## src/rtl/mem_stage_pkg.sv

```systemverilog
// Shared definitions for the memory-access stage: FSM states, default
// widths/limits and the error-cause encoding kept for debug.
package mem_stage_pkg;

    localparam int MEM_DW      = 16;
    localparam int MEM_TIMEOUT = 15;
    localparam int MEM_CNT_W   = 4;

    typedef enum logic [2:0] {
        ST_IDLE = 3'd0,
        ST_REQ  = 3'd1,
        ST_WAIT = 3'd2,
        ST_DONE = 3'd3,
        ST_ERR  = 3'd4,
        ST_HALT = 3'd5
    } state_e;

    typedef enum logic [1:0] {
        ERR_NONE     = 2'd0,
        ERR_MISALIGN = 2'd1,
        ERR_CONFLICT = 2'd2,
        ERR_TIMEOUT  = 2'd3
    } err_cause_e;

    // Word-addressed memory: any address with bit 0 set is misaligned.
    function automatic logic addr_misaligned(input logic addr_lsb);
        return addr_lsb;
    endfunction

endpackage

```

## src/rtl/mem_wait_ctr.sv

```systemverilog
// Wait-cycle counter for the memory handshake. expire_o flags the cycle in
// which the count would reach TIMEOUT while counting is enabled.
module mem_wait_ctr #(
    parameter int CNT_W   = 4,
    parameter int TIMEOUT = 15
) (
    input  logic clk,
    input  logic rst,
    input  logic clr_i,
    input  logic en_i,
    output logic expire_o
);

    logic [CNT_W-1:0] cnt_q;
    logic [CNT_W-1:0] cnt_d;
    logic [CNT_W-1:0] cnt_inc_s;

    assign cnt_inc_s = cnt_q + CNT_W'(1);
    assign expire_o  = en_i && (cnt_inc_s == CNT_W'(TIMEOUT));

    // Next count: clear wins over enable, otherwise hold.
    always_comb begin
        cnt_d = cnt_q;
        if (clr_i) begin
            cnt_d = {CNT_W{1'b0}};
        end else if (en_i) begin
            cnt_d = cnt_inc_s;
        end else begin
            cnt_d = cnt_q;
        end
    end

    // Count register with synchronous active-low reset.
    always_ff @(posedge clk) begin
        if (!rst) begin
            cnt_q <= {CNT_W{1'b0}};
        end else begin
            cnt_q <= cnt_d;
        end
    end

endmodule

```

## src/rtl/mem_access_ctrl.sv

```systemverilog
// Memory-access stage: turns an execute result into a data-memory
// request/done handshake (or a pass-through), stalls the front end while
// busy and returns the writeback value. Misaligned, conflicting and
// timed-out accesses park the stage in a sticky error state.
module mem_access_ctrl
    import mem_stage_pkg::*;
#(
    parameter int DW      = MEM_DW,
    parameter int TIMEOUT = MEM_TIMEOUT,
    parameter int CNT_W   = MEM_CNT_W
) (
    input  logic          clk,
    input  logic          rst,
    input  logic          ex_valid,
    input  logic [DW-1:0] ex_out,
    input  logic [DW-1:0] st_data,
    input  logic          mem_rd,
    input  logic          mem_wr,
    input  logic          halt,
    output logic [DW-1:0] dm_addr,
    output logic [DW-1:0] dm_wdata,
    output logic          dm_en,
    output logic          dm_wr,
    input  logic [DW-1:0] dm_rdata,
    input  logic          dm_stall,
    input  logic          dm_done,
    output logic [DW-1:0] mem_out,
    output logic          mem_valid,
    output logic          mem_busy,
    output logic          mem_err,
    output logic          halted
);

    state_e     state_q,     state_d;
    err_cause_e err_cause_q, err_cause_d;

    logic [DW-1:0] addr_q,    addr_d;
    logic [DW-1:0] wdata_q,   wdata_d;
    logic          wr_q,      wr_d;
    logic [DW-1:0] mem_out_q, mem_out_d;

    logic dm_en_q,     dm_en_d;
    logic dm_wr_q,     dm_wr_d;
    logic mem_valid_q, mem_valid_d;
    logic mem_busy_q,  mem_busy_d;
    logic mem_err_q,   mem_err_d;
    logic halted_q,    halted_d;

    logic ctr_clr_s;
    logic ctr_en_s;
    logic ctr_expire_s;
    logic is_mem_op_s;

    // The counter only runs in WAIT and restarts from zero on every entry.
    assign ctr_en_s    = (state_q == ST_WAIT);
    assign ctr_clr_s   = (state_q != ST_WAIT);
    assign is_mem_op_s = mem_rd || mem_wr;

    mem_wait_ctr #(
        .CNT_W   (CNT_W),
        .TIMEOUT (TIMEOUT)
    ) u_wait_ctr (
        .clk      (clk),
        .rst      (rst),
        .clr_i    (ctr_clr_s),
        .en_i     (ctr_en_s),
        .expire_o (ctr_expire_s)
    );

    // Next-state, captured operands and next values of the registered outputs.
    always_comb begin
        state_d     = state_q;
        err_cause_d = err_cause_q;
        addr_d      = addr_q;
        wdata_d     = wdata_q;
        wr_d        = wr_q;
        mem_out_d   = mem_out_q;

        case (state_q)
            ST_IDLE: begin
                if (ex_valid) begin
                    if (halt) begin
                        state_d = ST_HALT;
                    end else if (mem_rd && mem_wr) begin
                        state_d     = ST_ERR;
                        err_cause_d = ERR_CONFLICT;
                    end else if (is_mem_op_s && addr_misaligned(ex_out[0])) begin
                        state_d     = ST_ERR;
                        err_cause_d = ERR_MISALIGN;
                    end else if (is_mem_op_s) begin
                        addr_d  = ex_out;
                        wdata_d = st_data;
                        wr_d    = mem_wr;
                        state_d = ST_REQ;
                    end else begin
                        mem_out_d = ex_out;
                        state_d   = ST_DONE;
                    end
                end else begin
                    state_d = ST_IDLE;
                end
            end
            ST_REQ: begin
                if (dm_stall) begin
                    state_d = ST_REQ;
                end else if (dm_done) begin
                    if (!wr_q) begin
                        mem_out_d = dm_rdata;
                    end else begin
                        mem_out_d = mem_out_q;
                    end
                    state_d = ST_DONE;
                end else begin
                    state_d = ST_WAIT;
                end
            end
            ST_WAIT: begin
                // A completion on the last count cycle still wins.
                if (dm_done) begin
                    if (!wr_q) begin
                        mem_out_d = dm_rdata;
                    end else begin
                        mem_out_d = mem_out_q;
                    end
                    state_d = ST_DONE;
                end else if (ctr_expire_s) begin
                    state_d     = ST_ERR;
                    err_cause_d = ERR_TIMEOUT;
                end else begin
                    state_d = ST_WAIT;
                end
            end
            ST_DONE: begin
                state_d = ST_IDLE;
            end
            ST_ERR: begin
                state_d = ST_ERR;
            end
            ST_HALT: begin
                state_d = ST_HALT;
            end
            default: begin
                state_d     = ST_IDLE;
                err_cause_d = ERR_NONE;
            end
        endcase

        // Outputs are registered from the next state so they line up with it.
        dm_en_d     = (state_d == ST_REQ);
        dm_wr_d     = (state_d == ST_REQ) && wr_d;
        mem_valid_d = (state_d == ST_DONE);
        mem_busy_d  = (state_d == ST_REQ) || (state_d == ST_WAIT) ||
                      (state_d == ST_ERR) || (state_d == ST_HALT);
        mem_err_d   = (err_cause_d != ERR_NONE);
        halted_d    = (state_d == ST_HALT);
    end

    // State, operand and output registers; reset abandons any access.
    always_ff @(posedge clk) begin
        if (!rst) begin
            state_q     <= ST_IDLE;
            err_cause_q <= ERR_NONE;
            addr_q      <= {DW{1'b0}};
            wdata_q     <= {DW{1'b0}};
            wr_q        <= 1'b0;
            mem_out_q   <= {DW{1'b0}};
            dm_en_q     <= 1'b0;
            dm_wr_q     <= 1'b0;
            mem_valid_q <= 1'b0;
            mem_busy_q  <= 1'b0;
            mem_err_q   <= 1'b0;
            halted_q    <= 1'b0;
        end else begin
            state_q     <= state_d;
            err_cause_q <= err_cause_d;
            addr_q      <= addr_d;
            wdata_q     <= wdata_d;
            wr_q        <= wr_d;
            mem_out_q   <= mem_out_d;
            dm_en_q     <= dm_en_d;
            dm_wr_q     <= dm_wr_d;
            mem_valid_q <= mem_valid_d;
            mem_busy_q  <= mem_busy_d;
            mem_err_q   <= mem_err_d;
            halted_q    <= halted_d;
        end
    end

    assign dm_addr   = addr_q;
    assign dm_wdata  = wdata_q;
    assign dm_en     = dm_en_q;
    assign dm_wr     = dm_wr_q;
    assign mem_out   = mem_out_q;
    assign mem_valid = mem_valid_q;
    assign mem_busy  = mem_busy_q;
    assign mem_err   = mem_err_q;
    assign halted    = halted_q;

endmodule

```

## config.mk

```make
export PLATFORM = sky130hd
export DESIGN_NAME = mem_access_ctrl
export DESIGN_NICKNAME = d
export VERILOG_FILES = /design/src/rtl/mem_stage_pkg.sv /design/src/rtl/mem_wait_ctr.sv /design/src/rtl/mem_access_ctrl.sv
export SDC_FILE = /design/constraint.sdc
export NUM_CORES = 1
export LEC_CHECK = 0
export ABC_AREA = 0
export CAP_MARGIN = 20
export CORE_ASPECT_RATIO = 0.7
export CORE_MARGIN = 10
export CORE_UTILIZATION = 40
export DETAILED_ROUTE_END_ITERATION = 7
export MAX_ROUTING_LAYER = met4
export PLACE_DENSITY_LB_ADDON = 0.2
export SETUP_SLACK_MARGIN = 0.4
export SLEW_MARGIN = 15
export SYNTH_ARGS = -nofsm -noshare
export SYNTH_HDL_FRONTEND = slang
export SYNTH_SLANG_ARGS = --single-unit
```

## constraint.sdc

```tcl
create_clock -name clk -period 3.5 [get_ports clk]
set_input_delay 1.05 -clock clk [delete_from_list [all_inputs] [get_ports clk]]
set_output_delay 1.05 -clock clk [all_outputs]
set_load 0.02 [all_outputs]
```

======== After elaboration in Yosys (flattened, before gate mapping) ========
Cells that the tools add are included.
word-level totals
  register bits ........................... 64
  logic and storage cells ................. 83
  bits of input ports ..................... 56
cells by class
  add/subtract/negate cells ............... 1
  multiplexer cells ....................... 32
  eq/ne operators ......................... 18
  bitwise gates (word level) .............. 4
  reductions and logical operators ........ 15
operators with widths
  cell                                                   number
  2-to-1 mux 16 bit                                      8
  case mux 16 bit (3 select lines)                       1
  2-to-1 mux 3 bit                                       6
  2-to-1 mux 2 bit                                       8
  case mux 3 bit (5 select lines)                        1
  == test 3 x 2 -> 1 bit, second input constant          4
  == test 3 bit, second input constant                   4
  inequality test 2 bit, second input constant           6
  2-to-1 mux 1 bit                                       7
  AND reduction 7 bit                                    1
  == test 3 x 1 -> 1 bit, second input constant          2
  case mux 2 bit (3 select lines)                        1
  AND reduction 6 bit                                    1
  adder 4 x 1 -> 4 bit, second input constant            1
  == test 4 bit, second input constant                   1
  logical AND 1 bit                                      4
  logical OR 1 bit                                       4
  inverter 1 bit                                         4
  OR reduction 4 bit                                     1
  logical NOT 3 bit                                      1
  inequality test 3 x 2 -> 1 bit, second input constant  1
  nonzero test 3 bit                                     1
  nonzero test 2 bit                                     1
  OR reduction 2 bit                                     1

======== Depth between registers and ports, before layout ========
Gate-level depths: netlist (run 1).
  depth after elaboration ................. 11
  mapped depth ............................ 7
  depth with buffers taken out ............ 6

======== By module ========
Synthesis (run 1) repeated with hierarchy kept, for this count alone.
second synthesis, totals
  cells, all modules ...................... 319
  area, all modules ....................... 2864.0 sq um
by module, submodules not included
  module           cells an instance  area each (sq um)  instances  seq. area each (sq um)
  mem_access_ctrl  294                2633.8             1          1201.2
  mem_wait_ctr     25                 230.2              1          80.1

======== Worst setup path before layout (run 1) ========
No wires, ideal clock.
  path type ............................... input to register
  start point ............................. input ex_valid
  end point ............................... register addr_q[0] (netlist: dm_addr[0])
  path buffers ............................ 2
  setup time .............................. 0.116 ns
  arrival time ............................ 2.377 ns
  path slack .............................. 1.007 ns
  stages .................................. 6
  cells stage by stage .................... nor4b_4 -> or3b_4 -> or2_1 -> buf_2 -> buf_6 -> and3_1
between the ends
  longest elaborated chain between the ends .. 1
RTL lines
  item                                  line                    source
  from (decl)                           mem_access_ctrl.sv:14   input logic ex_valid,
  AND reduction 6 bit (no source line)  -
  to (signal assigned)                  mem_access_ctrl.sv:163  addr_q <= {DW{1'b0}};
  to (signal assigned)                  mem_access_ctrl.sv:176  addr_q <= addr_d;
  to (decl)                             mem_access_ctrl.sv:37   logic [DW-1:0] addr_q, addr_d;
Every way passes these cells.
A chain may end at the register's enable or synchronous reset.

======== Final worst setup path (run 1) ========
Ends and elaborated chain as after synthesis.

==> results.sh, run 1 <==
export IMPL_core_um2=6400
export IMPL_fin_setup_tns_ns=0
export IMPL_yosysSeqAreaShare_pct=47.5
export IMPL_slew_violations=0
export IMPL_final_util_pct=62.7
export IMPL_synth_top_cell_area_share_pct=47.5
export IMPL_first_pass_iters=4
export IMPL_fin_nets=461
export IMPL_endpoint_kind="register"
export IMPL_syn_nets=356
export IMPL_status="completed"
export IMPL_required_ns=3.72
export IMPL_postCtsSetupBuffers=0
export IMPL_hold_class="register to register"
export IMPL_total_power_w=0.00174
export IMPL_nFillCells=589
export IMPL_fmax_mhz=367
export IMPL_die_height_um=88.7
export IMPL_grt_max_degree=38
export IMPL_grt_pass1_vias=2417
export IMPL_syn_area_um2=2700
export IMPL_setup_viol=0
export IMPL_power_density_nw_per_um2=433
export IMPL_post_dp_hpwl_mm=5.54
export IMPL_worst_slew_pin_slew_ns=0.413
export IMPL_synth_common_cells="83 x nand2_1, 64 x dfxtp_1, 20 x a21boi_1, 17 x mux2i_1, 16 x o211a_1"
export IMPL_grt_usage_pct=14.8
export IMPL_overflow=0
export IMPL_ys_ff_latch=64
export IMPL_drtIter0Drc=106
export IMPL_synth_most_common_cell="nand2_1"
export IMPL_clk_pin_slew_ns=0.06
export IMPL_hold_violations=0
export IMPL_slowest_delay_ns=0.45
export IMPL_area_growth_pct=48.8
export IMPL_skew_ns=0.0128
export IMPL_power_leakage_nw=1.58
export IMPL_crit_type="input port to register"
export IMPL_syn_avg_cell_area_um2=9.04
export IMPL_grt_pass1_wl_mm=12.1
export IMPL_io_pins=110
export IMPL_cts_sinks=64
export IMPL_synth_cell_types=38
export IMPL_cts_tree="built"
export IMPL_start_util_pct=42.1
export IMPL_place_congestion=0.837
export IMPL_viasPerCell=4.80
export IMPL_drcViolationCount=0
export IMPL_synth_edff_count=0
export IMPL_period_share_pct=77.8
export IMPL_rows=24
export IMPL_fp_dieW_um=118
export IMPL_numCtsBuffers=9
export IMPL_cpMaxStageDelayCell="clkdlybuf4s50_1"
export IMPL_period_needed_ns=2.72
export IMPL_worstSkewPairLatency_ns=0.34
export IMPL_startpoint_type="input port"
export IMPL_relSlewSlack_pct=72.4
export IMPL_port_buffers=109
export IMPL_synthFlopType="dfxtp_1"
export IMPL_synth_top_cell_by_area="dfxtp_1"
export IMPL_rsz0062_at_grt="false"
export IMPL_vias=2392
export IMPL_crit_fanout=32
export IMPL_fp_dieArea_um2=10500
export IMPL_cts_buffer_depth=2
export IMPL_drive_gt1_share_pct=6.39
export IMPL_path_cells="clkdlybuf4s50_1 > nor4b_4 > or3b_4 > or2_1 > buf_4 > and3_1"
export IMPL_synthArstFlopShare_pct=0
export IMPL_postCtsHoldBufs=0
export IMPL_yosys_warnings=0
export IMPL_synth_area_top_cells="dfxtp_1 48%, nand2_1 12%, mux2i_1 6.3%, o211a_1 5.9%, a21boi_1 5.6%"
export IMPL_antennaDiodeCount=0
export IMPL_wl_mm=7.52
export IMPL_netlist_instances=298
export IMPL_clock_root_buffer="clkbuf_8"
export IMPL_ir_worst_vdd_mv=0.230
export IMPL_drt_wirelength_per_cell_um=15.1
export IMPL_h_tree_depth=3
export IMPL_worstPathArrival_ns=2.95
export IMPL_ant_nets=0
export IMPL_maxCapViolCount=0
export IMPL_antenna_found_initial=0
export IMPL_cts_repair_resized=0
sequential cells by signal (all words and copies together) (netlist names):
signal	count
halted	1
wr_q	1
state_q	3
u_wait_ctr.cnt_q	4
mem_err	1
dm_wr	1
mem_out	16
mem_busy	1
dm_addr	16
err_cause_q	2
dm_en	1
dm_wdata	16
mem_valid	1
layout make-up:
cell class                      instances  area (um^2)  area share [%]
Clock buffer                            9          124            3.09
Clock inverter                          6         37.5           0.936
Inverter                                3         11.3           0.281
Multi-Input combinational cell        211         1320            32.9
Sequential cell                        64         1280            32.0
Tap cell                               91          114            2.84
Timing Repair Buffer                  114         1120            28.0
critical path: cells and delay by family:
family        cells  cell delay (ns)
simple gates      4             1.20
buf+inv           2             0.69
metal layers:
metal | wire length, um | track usage, % | part of all wire [%]
met5 | 0 | - | 0
met3 | 676 | 7.63 | 9.0
met4 | 78 | 4.03 | 1.0
met2 | 3260 | 21.9 | 43
met1 | 3510 | 17.3 | 47
path summary, 6_finish.rpt:
check / start / to / slack (ns) / cells past startpoint
max: ex_valid / dm_addr[0]$_SDFFE_PN0P_ / 0.78 / 6
min: dm_wdata[0]$_SDFFE_PN0P_ / dm_wdata[0]$_SDFFE_PN0P_ / 0.45 / 2
max reg2reg: state_q[2]$_SDFF_PN0_ / dm_addr[0]$_SDFFE_PN0P_ / 1.37 / 5
min reg2reg: dm_wdata[0]$_SDFFE_PN0P_ / dm_wdata[0]$_SDFFE_PN0P_ / 0.45 / 2
power by group:
part,switching (W),internal [W],leakage (nW),total (W)
sequential,0.0000298,0.000774,0.519,0.000804
clock,0.000277,0.000248,0.0769,0.000526
combinational,0.000194,0.000212,0.983,0.000406
total,0.000501,0.00123,1.58,0.00174
per-stage QoR:
stage	area (um^2)	hold WS (ns)	setup WS, ns	std cells
final	4010	0.450	0.775	498
after global placement	3850	0.441	0.444	483
after floorplan	2700	0.430	1.01	298
after CTS	4010	0.455	0.791	498
after global routing	4010	0.475	0.659	498
after detailed placement	3850	0.448	0.427	483
cell usage in the layout, fill, tap and decap left out, drive strengths merged, types with 4 or more instances in the layout:
| master | n |
|---|---|
| clkdlybuf4s50 | 108 |
| nand2 | 83 |
| dfxtp | 64 |
| a21boi | 31 |
| mux2i | 17 |
| o211a | 16 |
| nor2 | 12 |
| clkbuf | 9 |
| o21ai | 7 |
| buf | 6 |
| and2 | 5 |
| nor2b | 4 |
cell families after synthesis:
| group | share of synthesized area, % |
|---|---|
| adders and majority gates | 1.30 |
| DFF | 47.5 |
| muxes | 6.31 |
| buffers and inverters | 3.95 |
| and+or+nand+nor | 20.1 |
| AOI/OAI and AO/OA | 19.8 |
| xor gates and xnor gates | 0.975 |
Note: power is estimated with default switching activity, not from simulation.
==> run 2, diff against run 1 <==
Clock period 3.5 ns to 2.8 ns, I/O delays scaled along.
==> run 2 against run 1 <==
  * Clock-buffer cell count up 4
  * Die area is the same
  * Cell count rose by 1.6%
  * Largest power group unchanged
==> results.sh, run 2 (same netlist as run 1, synthesis figures left out) <==
export IMPL_status="completed"
export IMPL_worst_slack_ns=0.452
export IMPL_overflow=0
export IMPL_seqCellArea_um2=1280
export IMPL_drive_gt1_share_pct=7.95
export IMPL_hold_class="register to register"
export IMPL_fp_dieW_um=118
export IMPL_setup_viol=0
export IMPL_viasPerCell=4.92
export IMPL_hold_violations=0
export IMPL_port_buffers=109
export IMPL_layout_common_cells="108 x clkdlybuf4s50_1, 83 x nand2_1, 64 x dfxtp_1, 20 x a21boi_1, 17 x mux2i_1"
export IMPL_vias=2488
export IMPL_drtIter0Drc=84
export IMPL_grt_usage_pct=15.2
export IMPL_clock_root_buffer="clkbuf_8"
export IMPL_place_congestion=0.853
export IMPL_post_dp_hpwl_mm=5.90
export IMPL_maxCapViolCount=0
export IMPL_fmax_mhz=426
export IMPL_cts_tree="built"
export IMPL_slew_violations=0
export IMPL_drt_wirelength_per_cell_um=15.6
export IMPL_endpoint_kind="register"
export IMPL_ant_nets=0
export IMPL_antenna_found_initial=0
export IMPL_fin_setup_tns_ns=0
export IMPL_period_needed_ns=2.35
export IMPL_die_height_um=88.7
export IMPL_power_leakage_nw=1.64
export IMPL_power_density_nw_per_um2=539
export IMPL_fin_nets=468
export IMPL_drcViolationCount=0
export IMPL_worstPathArrival_ns=2.56
export IMPL_rows=24
export IMPL_wl_mm=7.88
export IMPL_start_util_pct=42.1
export IMPL_h_tree_depth=3
export IMPL_startpoint_type="input port"
export IMPL_crit_fanout=9
export IMPL_crit_type="input port to register"
export IMPL_required_ns=3.01
export IMPL_ir_worst_vdd_mv=0.248
export IMPL_dp_slack_ns=0.0724
export IMPL_area_growth_pct=52.4
export IMPL_final_common_cell="clkdlybuf4s50_1"
export IMPL_grt_max_degree=35
export IMPL_fp_dieArea_um2=10500
export IMPL_clk_pin_slew_ns=0.06
export IMPL_worst_slew_pin_slew_ns=0.543
export IMPL_io_pins=110
export IMPL_numCtsBuffers=9
export IMPL_cts_sinks=64
export IMPL_relSlewSlack_pct=63.8
export IMPL_worstSkewPairLatency_ns=0.33
export IMPL_grt_pass1_vias=2450
export IMPL_grt_pass1_wl_mm=12.5
export IMPL_first_pass_iters=4
export IMPL_postCtsHoldBufs=0
export IMPL_cts_buffer_depth=2
export IMPL_core_um2=6400
export IMPL_skew_ns=0.00873
export IMPL_antennaDiodeCount=0
export IMPL_nFillCells=558
export IMPL_period_share_pct=83.8
export IMPL_rsz0062_at_grt="false"
export IMPL_multiInputGateArea_um2=1330
==> run 2: area by class of cell <==
class	count	area share (%)
multi-input cells	211	32.5
flip-flops and latches	64	31.2
repair buffers	121	29.2
well taps	91	2.77
clock inverters	3	0.426
inverters	3	0.274
clock buffers	13	3.62
==> run 2: metrics by stage <==
| stage | hold slack [ns] | cells | cell area, um^2 | power [W] | utilization, % |
|---|---|---|---|---|---|
| detailed placement | 0.446 | 490 | 3930 | 0.00155 | 61.4 |
| CTS | 0.455 | 506 | 4090 | 0.00223 | 64.0 |
| global placement | 0.440 | 490 | 3930 | 0.00155 | 61.4 |
| finish | 0.452 | 506 | 4110 | 0.00221 | 64.2 |
| global route | 0.476 | 506 | 4110 | 0.00232 | 64.2 |
| floorplan | 0.430 | 298 | 2700 | 0.00131 | - |
==> run 2: per-layer routing <==
| layer | global-route usage, % | vias up | wire length (um) |
|---|---|---|---|
| li1 | - | 1240 | - |
| met1 | 19.2 | 1151 | 3810 |
| met2 | 21.8 | 89 | 3450 |
| met3 | 5.85 | 8 | 539 |
| met4 | 4.92 | 0 | 77 |
| met5 | - | - | 0 |
==> run 2: worst max-delay path, cell delays in order <==
cell and delay [ns]:
clkdlybuf4s50_1 0.47, nor4b_4 0.22, or3b_4 0.45, or2_4 0.27
buf_4 0.17, nand2_1 0.07, a21boi_0 0.07
==> run 2: path summary, 6_finish.rpt <==
path                             from  cells past startpoint  slack (ns)                       end
min          dm_wdata[2]$_SDFFE_PN0P_                      2        0.45  dm_wdata[2]$_SDFFE_PN0P_
max                          ex_valid                      7        0.45   dm_addr[7]$_SDFFE_PN0P_
max reg2reg     state_q[2]$_SDFF_PN0_                      6        0.87   dm_addr[7]$_SDFFE_PN0P_
min reg2reg  dm_wdata[2]$_SDFFE_PN0P_                      2        0.45  dm_wdata[2]$_SDFFE_PN0P_
==> run 2: where the power goes <==
group,internal [W],leakage [nW],switching [W]
sequential,0.000968,0.519,0.0000386
clock,0.000344,0.0834,0.000335
combinational,0.000281,1.03,0.000249
==> run 2: timing repair <==
action	in CTS	in global routing
resized for setup	0	3
setup buffers	0	0
setup endpoints to repair	0	21
==> run 3, diff against run 2 <==
Clock period 2.8 ns to 2.4 ns, I/O delays scaled along.
==> run 3 against run 2 <==
  * Worst hold slack worse by 0.0057 ns
  * Via count up 4.7%
  * Register-to-register slack worse by 0.46 ns
  * Sequential cell count unchanged
  * Non-clock buffer count up 20
  * Utilization up 8.1 points
  * Clock skew up 0.00054 ns
  * Cell area up 13%
  * Total power up 24%
  * Global-route usage up 1.7 points
  * Combinational power up 28%
  * Largest power group unchanged
  * Highest routed layer unchanged
==> results.sh, run 3 (same netlist as run 1, synthesis figures left out) <==
export IMPL_whs_ns=0.446
export IMPL_rows=24
export IMPL_post_dp_hpwl_mm=5.87
export IMPL_drive_gt1_share_pct=23.5
export IMPL_startpoint_type="input port"
export IMPL_fp_dieArea_um2=10500
export IMPL_numCtsBuffers=9
export IMPL_endpoint_kind="register"
export IMPL_worst_slack_ns=0.390
export IMPL_status="completed"
export IMPL_relSlewSlack_pct=74.2
export IMPL_place_congestion=0.805
export IMPL_holdCritStartpoint="dm_addr[13]$_SDFFE_PN0P_"
export IMPL_io_pins=110
export IMPL_start_util_pct=42.1
export IMPL_hold_class="register to register"
export IMPL_slew_violations=0
export IMPL_crit_fanout=8
export IMPL_grt_max_degree=45
export IMPL_clock_root_buffer="clkbuf_8"
export IMPL_ir_worst_vdd_mv=0.356
export IMPL_critPathMostFrequentCell="buf_6"
export IMPL_antennaDiodeCount=0
export IMPL_dp_slack_ns=-0.240
export IMPL_maxCapViolCount=0
export IMPL_cpMaxStageDelayCell="or3b_4"
export IMPL_power_leakage_nw=2.15
export IMPL_ant_nets=0
export IMPL_path_cells="buf_6 > nor4b_4 > or3b_4 > buf_6 > or2_4 > buf_6 > buf_16 > nand2_2 > a21boi_1"
export IMPL_viasPerCell=4.96
export IMPL_area_growth_pct=71.7
export IMPL_worst_slew_pin_slew_ns=0.387
export IMPL_overflow=0
export IMPL_cts_tree="built"
export IMPL_grt_pass1_wl_mm=13.6
export IMPL_port_buffers=109
export IMPL_drt_wirelength_per_cell_um=16.8
export IMPL_worstPathArrival_ns=2.23
export IMPL_die_height_um=88.7
export IMPL_cts_sinks=64
export IMPL_period_needed_ns=2.01
export IMPL_drcViolationCount=0
export IMPL_wl_mm=8.83
export IMPL_fin_setup_tns_ns=0
export IMPL_slowest_delay_ns=0.43
export IMPL_grt_usage_pct=16.9
export IMPL_drtIter0Drc=70
export IMPL_final_common_cell="dfxtp_1"
export IMPL_hold_violations=0
export IMPL_required_ns=2.62
export IMPL_crit_type="input port to register"
export IMPL_h_tree_depth=3
export IMPL_core_um2=6400
export IMPL_rsz0062_at_grt="true"
export IMPL_period_share_pct=83.8
export IMPL_fin_area_um2=4630
export IMPL_fp_dieW_um=118
export IMPL_power_density_nw_per_um2=593
export IMPL_layout_common_cells="61 x dfxtp_1, 57 x nand2_1, 51 x clkdlybuf4s50_1, 51 x dlygate4sd2_1, 17 x mux2i_1"
export IMPL_clk_pin_slew_ns=0.07
export IMPL_antenna_found_initial=0
export IMPL_fmax_mhz=497
export IMPL_placed_area_um2=3960
export IMPL_cp_startpoint="ex_valid"
export IMPL_vias=2605
export IMPL_fin_nets=488
export IMPL_skew_ns=0.00927
export IMPL_total_power_w=0.00275
export IMPL_worstSkewPairLatency_ns=0.34
export IMPL_setup_viol=0
export IMPL_r2r_start="state_q[0]$_SDFF_PN0_"
export IMPL_first_pass_iters=4
export IMPL_grt_pass1_vias=2650
export IMPL_cts_buffer_depth=2
==> run 3: worst max-delay path: cells and delay by family <==
kind | cells | cell delay, ns
buf+inv | 4 | 0.47
simple gates | 4 | 0.99
compound gates | 1 | 0.05
==> run 3: area by class of cell <==
type | count | area, um^2
clock buffers | 12 | 145
clock inverters | 3 | 42.5
fillers | 501 | 1770
inverters | 3 | 11.3
multi-input cells | 211 | 1540
flip-flops and latches | 64 | 1280
well taps | 91 | 114
repair buffers | 141 | 1490
==> run 3: where the power goes <==
part / leakage (nW) / switching (W) / internal [W]
clock network: 0.0925 / 0.000397 / 0.000501
registers: 0.520 / 0.0000393 / 0.00113
logic: 1.53 / 0.000325 / 0.000354
==> run 3: worst paths after layout <==
kind | to | slack [ns] | cells past startpoint
setup / recovery | dm_addr[7]$_SDFFE_PN0P_ | 0.39 | 9
hold / removal | dm_addr[13]$_SDFFE_PN0P_ | 0.45 | 2
setup reg to reg | dm_addr[7]$_SDFFE_PN0P_ | 0.41 | 8
hold reg to reg | dm_addr[13]$_SDFFE_PN0P_ | 0.45 | 2
==> run 3: repair_timing <==
action,in CTS,in global routing
gates resized for setup,90,50
pin swaps,20,38
gates cloned,6,0
hold buffers,0,0
setup endpoints to repair,106,34
setup buffers,11,0
==> run 3: per-stage QoR <==
stage	utilization (%)	cells
CTS	69.6	525
global route	72.4	525
finish	72.4	525
detailed placement	61.9	493
floorplan	-	298
global placement	61.9	493
==> run 3: per-layer routing <==
metal | vias up | wire length (um) | GRT usage, % | part of all wire (%)
met5 | - | 0 | - | 0
met1 | 1219 | 3940 | 19.3 | 45
met4 | 0 | 79 | 4.36 | 0.89
met3 | 7 | 859 | 9.29 | 9.7
met2 | 93 | 3950 | 25.3 | 45
li1 | 1286 | - | - | -
